$ cat src/rtl/sha256_bench_feeder.sv
// rtl/sha256_bench_feeder.sv - feeds nonce-stamped blocks to a sha256 core for a timed benchmark window
//
// Parameters:
//   BENCHMARKSECONDS  window length in seconds (0..600)
//   CLK_HZ            clk frequency, sets the one-second tick period
// Ports:
//   clk, rst_n        clock, asynchronous active-low reset
//   start             single-cycle pulse, begins a run (ignored while busy)
//   input_buffer      64-byte template, byte 0 = input_buffer[0]; bytes 60..63 replaced by nonce
//   blk_data/valid    block to the core, transferred when blk_valid & blk_ready
//   blk_ready         core can accept a block
//   hash_done         single-cycle digest-complete pulse from the core
//   hash_digest       core digest, valid with hash_done
//   busy, my_done  run in progress / run finished (held until next start)
//   hash_count        completed hashes in the current/last run (saturating)
//   last_digest       digest captured on the most recent counted hash_done
module sha256_bench_feeder #(
    parameter int BENCHMARKSECONDS = 10,
    parameter int CLK_HZ           = 12_000_000
) (
    input  logic                 clk,
    input  logic                 rst_n,
    input  logic                 start,
    input  logic [63:0][7:0]     input_buffer,
    output logic [511:0]         blk_data,
    output logic                 blk_valid,
    input  logic                 blk_ready,
    input  logic                 hash_done,
    input  logic [255:0]         hash_digest,
    output logic                 busy,
    output logic                 my_done,
    output logic [31:0]          hash_count,
    output logic [255:0]         last_digest
);

    generate
        if (BENCHMARKSECONDS < 0 || BENCHMARKSECONDS > 600) begin : g_bad_seconds
            $fatal(1, "sha256_bench_feeder: BENCHMARKSECONDS out of range 0..600");
        end
        if (CLK_HZ < 1) begin : g_bad_clk
            $fatal(1, "sha256_bench_feeder: CLK_HZ must be positive");
        end
    endgenerate

    localparam logic [9:0]  SEC_LIMIT = 10'(BENCHMARKSECONDS);
    localparam logic [31:0] TICK_MAX  = 32'(CLK_HZ - 1);

    typedef enum logic [1:0] {IDLE, ISSUE, WAIT, DONE} state_t;

    state_t      state;
    logic [31:0] nonce;
    logic [31:0] tick;
    logic [9:0]  seconds;
    logic        closed;

    // Template bytes 60..63 are overwritten by the nonce and never reach the core.
    logic unused_tail;
    assign unused_tail = ^input_buffer[63:60];

    // Seconds saturates at the limit, so equality marks a closed window.
    assign closed = (seconds == SEC_LIMIT);

    function automatic logic [511:0] make_blk(input logic [63:0][7:0] tmpl, input logic [31:0] n);
        logic [511:0] b;
        b = '0;
        for (int k = 0; k < 60; k++) begin
            b[511 - 8*k -: 8] = tmpl[k];
        end
        b[31:0] = n;
        return b;
    endfunction

    always_ff @(posedge clk or negedge rst_n) begin
        if (!rst_n) begin
            state       <= IDLE;
            nonce       <= '0;
            tick        <= '0;
            seconds     <= '0;
            blk_data    <= '0;
            blk_valid   <= 1'b0;
            busy        <= 1'b0;
            my_done  <= 1'b0;
            hash_count  <= '0;
            last_digest <= '0;
        end else begin
            // One-second timebase runs only while a run is in progress.
            if (busy) begin
                if (tick == TICK_MAX) begin
                    tick <= '0;
                    if (!closed) begin
                        seconds <= seconds + 10'd1;
                    end
                end else begin
                    tick <= tick + 32'd1;
                end
            end

            case (state)
                IDLE, DONE: begin
                    if (start) begin
                        hash_count <= '0;
                        nonce      <= '0;
                        tick       <= '0;
                        seconds    <= '0;
                        if (SEC_LIMIT == 10'd0) begin
                            state      <= DONE;
                            my_done <= 1'b1;
                        end else begin
                            state      <= ISSUE;
                            busy       <= 1'b1;
                            my_done <= 1'b0;
                            blk_valid  <= 1'b1;
                            blk_data   <= make_blk(input_buffer, 32'd0);
                        end
                    end
                end
                ISSUE: begin
                    // A handshake in the closing cycle still goes through.
                    if (blk_ready) begin
                        nonce     <= nonce + 32'd1;
                        blk_valid <= 1'b0;
                        state     <= WAIT;
                    end else if (closed) begin
                        blk_valid  <= 1'b0;
                        busy       <= 1'b0;
                        my_done <= 1'b1;
                        state      <= DONE;
                    end
                end
                WAIT: begin
                    if (hash_done) begin
                        if (hash_count != 32'hFFFF_FFFF) begin
                            hash_count <= hash_count + 32'd1;
                        end
                        last_digest <= hash_digest;
                        if (closed) begin
                            busy       <= 1'b0;
                            my_done <= 1'b1;
                            state      <= DONE;
                        end else begin
                            blk_valid <= 1'b1;
                            blk_data  <= make_blk(input_buffer, nonce);
                            state     <= ISSUE;
                        end
                    end
                end
                default: state <= IDLE;
            endcase
        end
    end

endmodule

$ cat config.mk
export PLATFORM = sky130hd
export DESIGN_NAME = sha256_bench_feeder
export DESIGN_NICKNAME = d
export VERILOG_FILES = /design/src/rtl/sha256_bench_feeder.sv
export SDC_FILE = /design/constraint.sdc
export NUM_CORES = 1
export LEC_CHECK = 0
export CELL_PAD_IN_SITES_DETAIL_PLACEMENT = 1
export CELL_PAD_IN_SITES_GLOBAL_PLACEMENT = 2
export CORE_AREA = 2 2 619 621
export CTS_BUF_LIST = sky130_fd_sc_hd__clkbuf_4 sky130_fd_sc_hd__clkbuf_8
export DETAILED_ROUTE_END_ITERATION = 10
export DIE_AREA = 0 0 621 623
export GPL_ROUTABILITY_DRIVEN = 0
export PLACE_DENSITY_LB_ADDON = 0.08
export SLEW_MARGIN = 5
export SYNTH_ARGS = -nofsm -noshare
export SYNTH_HDL_FRONTEND = slang
export SYNTH_SLANG_ARGS = --single-unit
$ cat constraint.sdc
create_clock -name clk -period 3.2 [get_ports clk]
set_input_delay 0.48 -clock clk [delete_from_list [all_inputs] [get_ports clk]]
set_output_delay 0.48 -clock clk [all_outputs]
set_load 0.005 [all_outputs]
==> results of run 1 <==
-- stage by stage --
| stage | cell area, um^2 | utilization | hold slack, ns |
|---|---|---|---|
| 2_1_floorplan | 34700 | - | 0.184 |
| 3_3_place_gp | 57100 | 0.150 | 0.459 |
| 3_5_place_dp | 57100 | 0.150 | 0.462 |
| 4_1_cts | 68500 | 0.180 | 0.000807 |
| 5_1_grt | 68500 | 0.180 | 0.0307 |
| 6_report | 68600 | 0.180 | 0.138 |
-- worst paths after layout --
check | startpoint | endpoint | slack [ns] | cells after the start
max in group asynchronous | rst_n | blk_data[464] | 1.78 | 3
min reg2reg | blk_data[143] | blk_data[143] | 0.47 | 2
min in group asynchronous | rst_n | last_digest[8] | 0.20 | 2
min | input_buffer[445] | blk_data[69] | 0.14 | 3
max | blk_data[130] | blk_data[130] | 0.40 | 1
max reg2reg | tick[0] | seconds[5] | 0.41 | 7
-- placed cells by master (no fill, tap or decap), types with 18 or more instances in the layout --
master,Yosys,routed
mux2_2,258,258
dlygate4sd3_1,0,684
nor3_1,20,20
dfrtp_1,879,879
buf_4,2,77
diode_2,0,47
or3_1,18,18
nand2_1,1559,1558
o21ai_0,56,56
nand4_1,25,25
inv_1,22,22
a21oi_1,33,32
clkbuf_4,0,80
nor2_1,72,71
clkbuf_8,0,273
nand3_1,47,47
nor4_1,22,22
o31ai_1,29,29
clkdlybuf4s50_1,0,1542
xnor2_1,26,26
buf_12,0,41
-- power by group --
part	switching [mW]	total (mW)	internal, mW
sequential	2.81	18.9	16.1
combinational	18.3	32.4	14.1
clock	6.53	15.1	8.58
total	27.7	66.4	38.7
-- cell families (layout without fill, tap and decap cells) --
logic type               Yosys count  in the layout  share of synthesized area
other                              0             47                          0
AO/OA/AOI/OAI                    163            163                     0.0303
adder cells (fa/ha/maj)            7              7                    0.00253
XOR/XNOR                          42             42                     0.0106
flip-flops                       879            879                      0.634
buffers and inverters            198           2732                     0.0235
multiplexers                     271            271                     0.0875
AND/OR/NAND/NOR                 1823           1823                      0.211
-- per-layer routing --
layer  wire length (um)  share of wire  vias up  track usage
li1                   -              -    15800            -
met4               9010          0.032       54       0.0380
met1             106000           0.37    17300        0.153
met3              23000          0.081      506       0.0551
met2             146000           0.51     1128        0.263
met5                336         0.0012        -            0
-- worst register-to-register path, stage by stage, from the launching register on --
cell and delay [ns]:
dfrtp_1 0.41, ha_1 0.25, nand2_1 0.13, or3_1 0.36, or4_1 0.75, buf_4 0.27
or3_1 0.35, a21oi_1 0.14
-- registers in the layout (all words and copies together), names as in the netlist --
| register | cells |
|---|---|
| blk_data | 512 |
| blk_valid | 1 |
| busy | 1 |
| hash_count | 32 |
| last_digest | 256 |
| my_done | 1 |
| nonce | 32 |
| seconds | 10 |
| state | 2 |
| tick | 32 |
-- what timing repair did --
action | 4_1_cts | 5_1_grt
endpoints found under the hold margin | 952 | 0
buffers inserted | 0 | 0
hold buffers | 684 | 0
-- cell type report --
class | instances | area [um^2]
timing repair buffer | 2345 | 23700
sequential | 879 | 22000
clock inverter | 12 | 153
fill | 43700 | 312000
multi-input combinational | 2306 | 11900
antenna | 47 | 118
inverter | 22 | 82.6
tap | 5038 | 6300
clock buffer | 353 | 4360
==> flow_summary.toml, run 1 <==
[status]
run_status = "completed"

[global_route]
grt_first_pass_wirelength_um = 378000
maximum_number_of_pins_on_one_net_before_global_route_repair = 71
antenna_found_initial = 164
grt_overflow = 0
global_route.usage.total = 0.144
first_global_vias = 39100

[clocking]
clkSinkCount = 879
cts.reportedPaths.clkPinSlew_ns = 0.07
clock_latency_ns = 1.02
cts.htree.levels = 4
post_cts.resized_instances = 0
clock_path_buffers = 4
clockRootBuffer = "clkbuf_8"
cts_inserted_buffers = 213
cts_tree = "yes"

[flow_run]
timing.max_cap.violations = 0

[synthesis]
postSynth.topFlopCell = "dfrtp_1"
async_flop_share = 1.00
synth_enable_flop_cells = 0
synth.largest_area_cell = "dfrtp_1"
netlist_top_cells_area = "dfrtp_1, nand2_1, mux2_2"
synth.yosys.warnings = 0
synthDistinctLibCells = 62
synth.most_common_cell = "nand2_1"
post_synth_inst_count = 3383
yosysSeqAreaShare = 0.634
netlist_area_um2 = 34700
synth.net_count = 4163
post_synth_most_frequent_cells = "nand2_1, dfrtp_1, mux2_2"
yosysTopAreaCellShare = 0.634
synth.avg_cell_area_um2 = 10.2
postSynthRegisterBits = 879

[route]
detail_route.drc_violations = 0
detailedRoute.firstPassIterationCount = 4
detailedRoute.firstIterationViolations = 1182
route.final.wire_length_um = 284000
post_drt_via_cell_ratio = 3.16
vias = 34700
routedWlPerCell_um = 25.9
postRouteAntennaNets = 0

[critical_path]
worst_path_largest_cell_delay_ns = 0.79
crit_arrival_ns = 2.32
critPathBufInv = 1
critPathCaptureType = "output port"
start_kind = "flop"
cpMaxStageDelayCell = "clkdlybuf4s50_1"
critPathTopFamily = "buffers and inverters"
worst-endpoint-required_ns = 2.72
criticalPathCategory = "flop to output port"
critical_path.max_fanout = 2
worstPathCellList = "clkdlybuf4s50_1"

[sta]
fmax_mhz = 358
fin_worst_skew_ns = 0.103
timing_worst_slew_pin_value_ns = 0.794
setup_violations = 0
crit_share_post_route = 0.874
timing.final.ws_setup_ns = 0.404
setup_tns_ns = 0
timing_max_transition_violations_final = 0
finalHoldViolations = 0
slew-limit-headroom = 0.471
unrepaired_setup_endpoints_after_global_routing = "no"
layout_min_cycle_time_ns = 2.80

[floorplan]
chipHeight_um = 623
coreArea_um2 = 381000
initial_utilization = 0.0911
chipWidth_um = 621
pin_count = 1576
die_area_um2 = 387000
std_cell_rows = 227

[min_path]
worst_hold_path_type = "input port to flop"

[place]
detailedPlace.worstSlack_ns = 0.368
numPortBuffers = 1543
dp_hpwl_um = 229000
numPlacedInstances = 9906

[power_and_ir_drop]
power-per-cell-area_nw_per_um2 = 968
finalPower_mw = 66.4
power_leakage_nw = 29.2
peakVddDrop_mv = 0.661

[finish]
post_route_cells_drive_above_1_share = 0.131
stdcell_count = 11000
nets = 6547
areaGrowthSynthToFinish_pct = 97.9
No activity file was read; power rests on OpenSTA's default activity.
==> run 2: changes to the inputs <==
- MAX_ROUTING_LAYER: unset -> met4
==> flow_summary.toml, run 2 (same netlist as run 1, synthesis figures left out) <==
[route]
detailedRoute.firstPassIterationCount = 4
postRouteAntennaNets = 0
detail_route.drc_violations = 0
vias = 34700
detailedRoute.firstIterationViolations = 1179
route.final.wire_length_um = 285000
post_drt_via_cell_ratio = 3.15
routedWlPerCell_um = 25.8

[sta]
fin_worst_skew_ns = 0.103
slew-limit-headroom = 0.473
timing_max_transition_violations_final = 0
setup_tns_ns = 0
fmax_mhz = 360
timing_worst_slew_pin_value_ns = 0.791
setup_violations = 0
finalHoldViolations = 0
crit_share_post_route = 0.869
layout_min_cycle_time_ns = 2.78
unrepaired_setup_endpoints_after_global_routing = "no"

[finish]
reg.largest.list = "blk_data (512), last_digest (256)"
commonest_cells_after_routing_fill_and_taps_aside = "nand2_1, clkdlybuf4s50_1, dfrtp_1"
final_common_cell = "nand2_1"
areaGrowthSynthToFinish_pct = 98.1
post_route_cells_drive_above_1_share = 0.131
layout.filler_cells = 43700
stdcell_count = 11000
largest_register_ffs = 512
regMostFlops = "blk_data"
nets = 6547

[clocking]
cts_tree = "yes"
clkSinkCount = 879
clock_latency_ns = 1.01
cts.reportedPaths.clkPinSlew_ns = 0.06
cts_inserted_buffers = 213
cts.htree.levels = 4
clockRootBuffer = "clkbuf_8"
clock_path_buffers = 4

[critical_path]
worstPathCellList = "ha_1, nand2_1, or3_1, or4_1, buf_4, or3_1, a21oi_1"
critical_path.max_fanout = 12
start_kind = "flop"
cell_seen_most_often_among_critical_path_stages = "or3_1"
cpMaxStageDelayCell = "or4_1"
criticalPathCategory = "flop to flop"
critPathCaptureType = "flop"
worst_path_largest_cell_delay_ns = 0.75
worst-endpoint-required_ns = 4.09
crit_arrival_ns = 3.67

[status]
run_status = "completed"

[global_route]
grt_overflow = 0
antenna_found_initial = 167
global_route.usage.total = 0.148
maximum_number_of_pins_on_one_net_before_global_route_repair = 71
first_global_vias = 39100
grt_first_pass_wirelength_um = 377000

[floorplan]
initial_utilization = 0.0911
chipHeight_um = 623
chipWidth_um = 621
std_cell_rows = 227
die_area_um2 = 387000
coreArea_um2 = 381000
pin_count = 1576

[place]
dp_hpwl_um = 229000
numPortBuffers = 1543
numPlacedInstances = 9906

[power_and_ir_drop]
power_leakage_nw = 29.2
finalPower_mw = 66.4
peakVddDrop_mv = 0.663
power-per-cell-area_nw_per_um2 = 967

[flow_run]
timing.max_cap.violations = 0

[min_path]
worst_hold_path_type = "input port to flop"
-- run 2: changes by cell type in the layout (fill, tap and decap cells not counted), sizes merged --
cell / before / now
diode: 47 / 83
-- run 2: routing by layer --
metal,global-route usage,vias up,part of all wire
li1,-,15800,-
met1,0.155,17300,0.38
met2,0.262,1148,0.51
met3,0.0530,464,0.077
met4,0.0378,0,0.031
met5,-,-,0
-- run 2: cell type report --
cell class,count,area [um^2],area share
well taps,5038,6300,0.0918
diodes,83,208,0.00302
clock inverters,12,153,0.00222
multi-input cells,2306,11900,0.173
inverters,22,82.6,0.00120
repair buffers,2345,23700,0.345
flip-flops and latches,879,22000,0.320
clock buffers,353,4360,0.0634
-- run 2: where the power goes --
part / switching (mW) / total (mW) / leakage [nW] / internal [mW]
registers: 2.80 / 18.9 / 11.0 / 16.1
clock network: 6.52 / 15.1 / 2.40 / 8.58
logic: 18.4 / 32.5 / 15.9 / 14.1
-- run 2: path summary, 6_finish.rpt --
check,startpoint,endpoint,slack [ns],cells after the start
worst max-delay path,tick[0],seconds[5],0.42,7
worst min-delay path,input_buffer[445],blk_data[69],0.17,3
worst max register to register,tick[0],seconds[5],0.42,7
worst min register to register,blk_data[143],blk_data[143],0.47,2
max in group asynchronous,rst_n,blk_data[464],1.77,3
min in group asynchronous,rst_n,last_digest[8],0.19,2
-- run 2: stage by stage --
step	hold WS [ns]	area (um^2)	setup slack, ns	utilization
final	0.166	68700	0.419	0.180
after global routing	0.0211	68700	0.197	0.180
after CTS	0.000807	68500	0.127	0.180
after detailed placement	0.462	57100	0.368	0.150
after global placement	0.459	57100	0.337	0.150
after floorplan	0.184	34700	0.822	-
-- run 2: critical path: cells and delay by family (launching register included) --
family,cells,cell delay [ns]
simple gates,4,1.59
fa+ha+maj,1,0.25
flops,1,0.41
buf+inv,1,0.27
compound gates,1,0.14
-- run 2: timing repair --
| action | CTS | global route |
|---|---|---|
| hold buffers | 684 | 0 |
| buffers inserted | 0 | 0 |
| resized for setup | 0 | 0 |
| hold endpoints to repair | 952 | 0 |
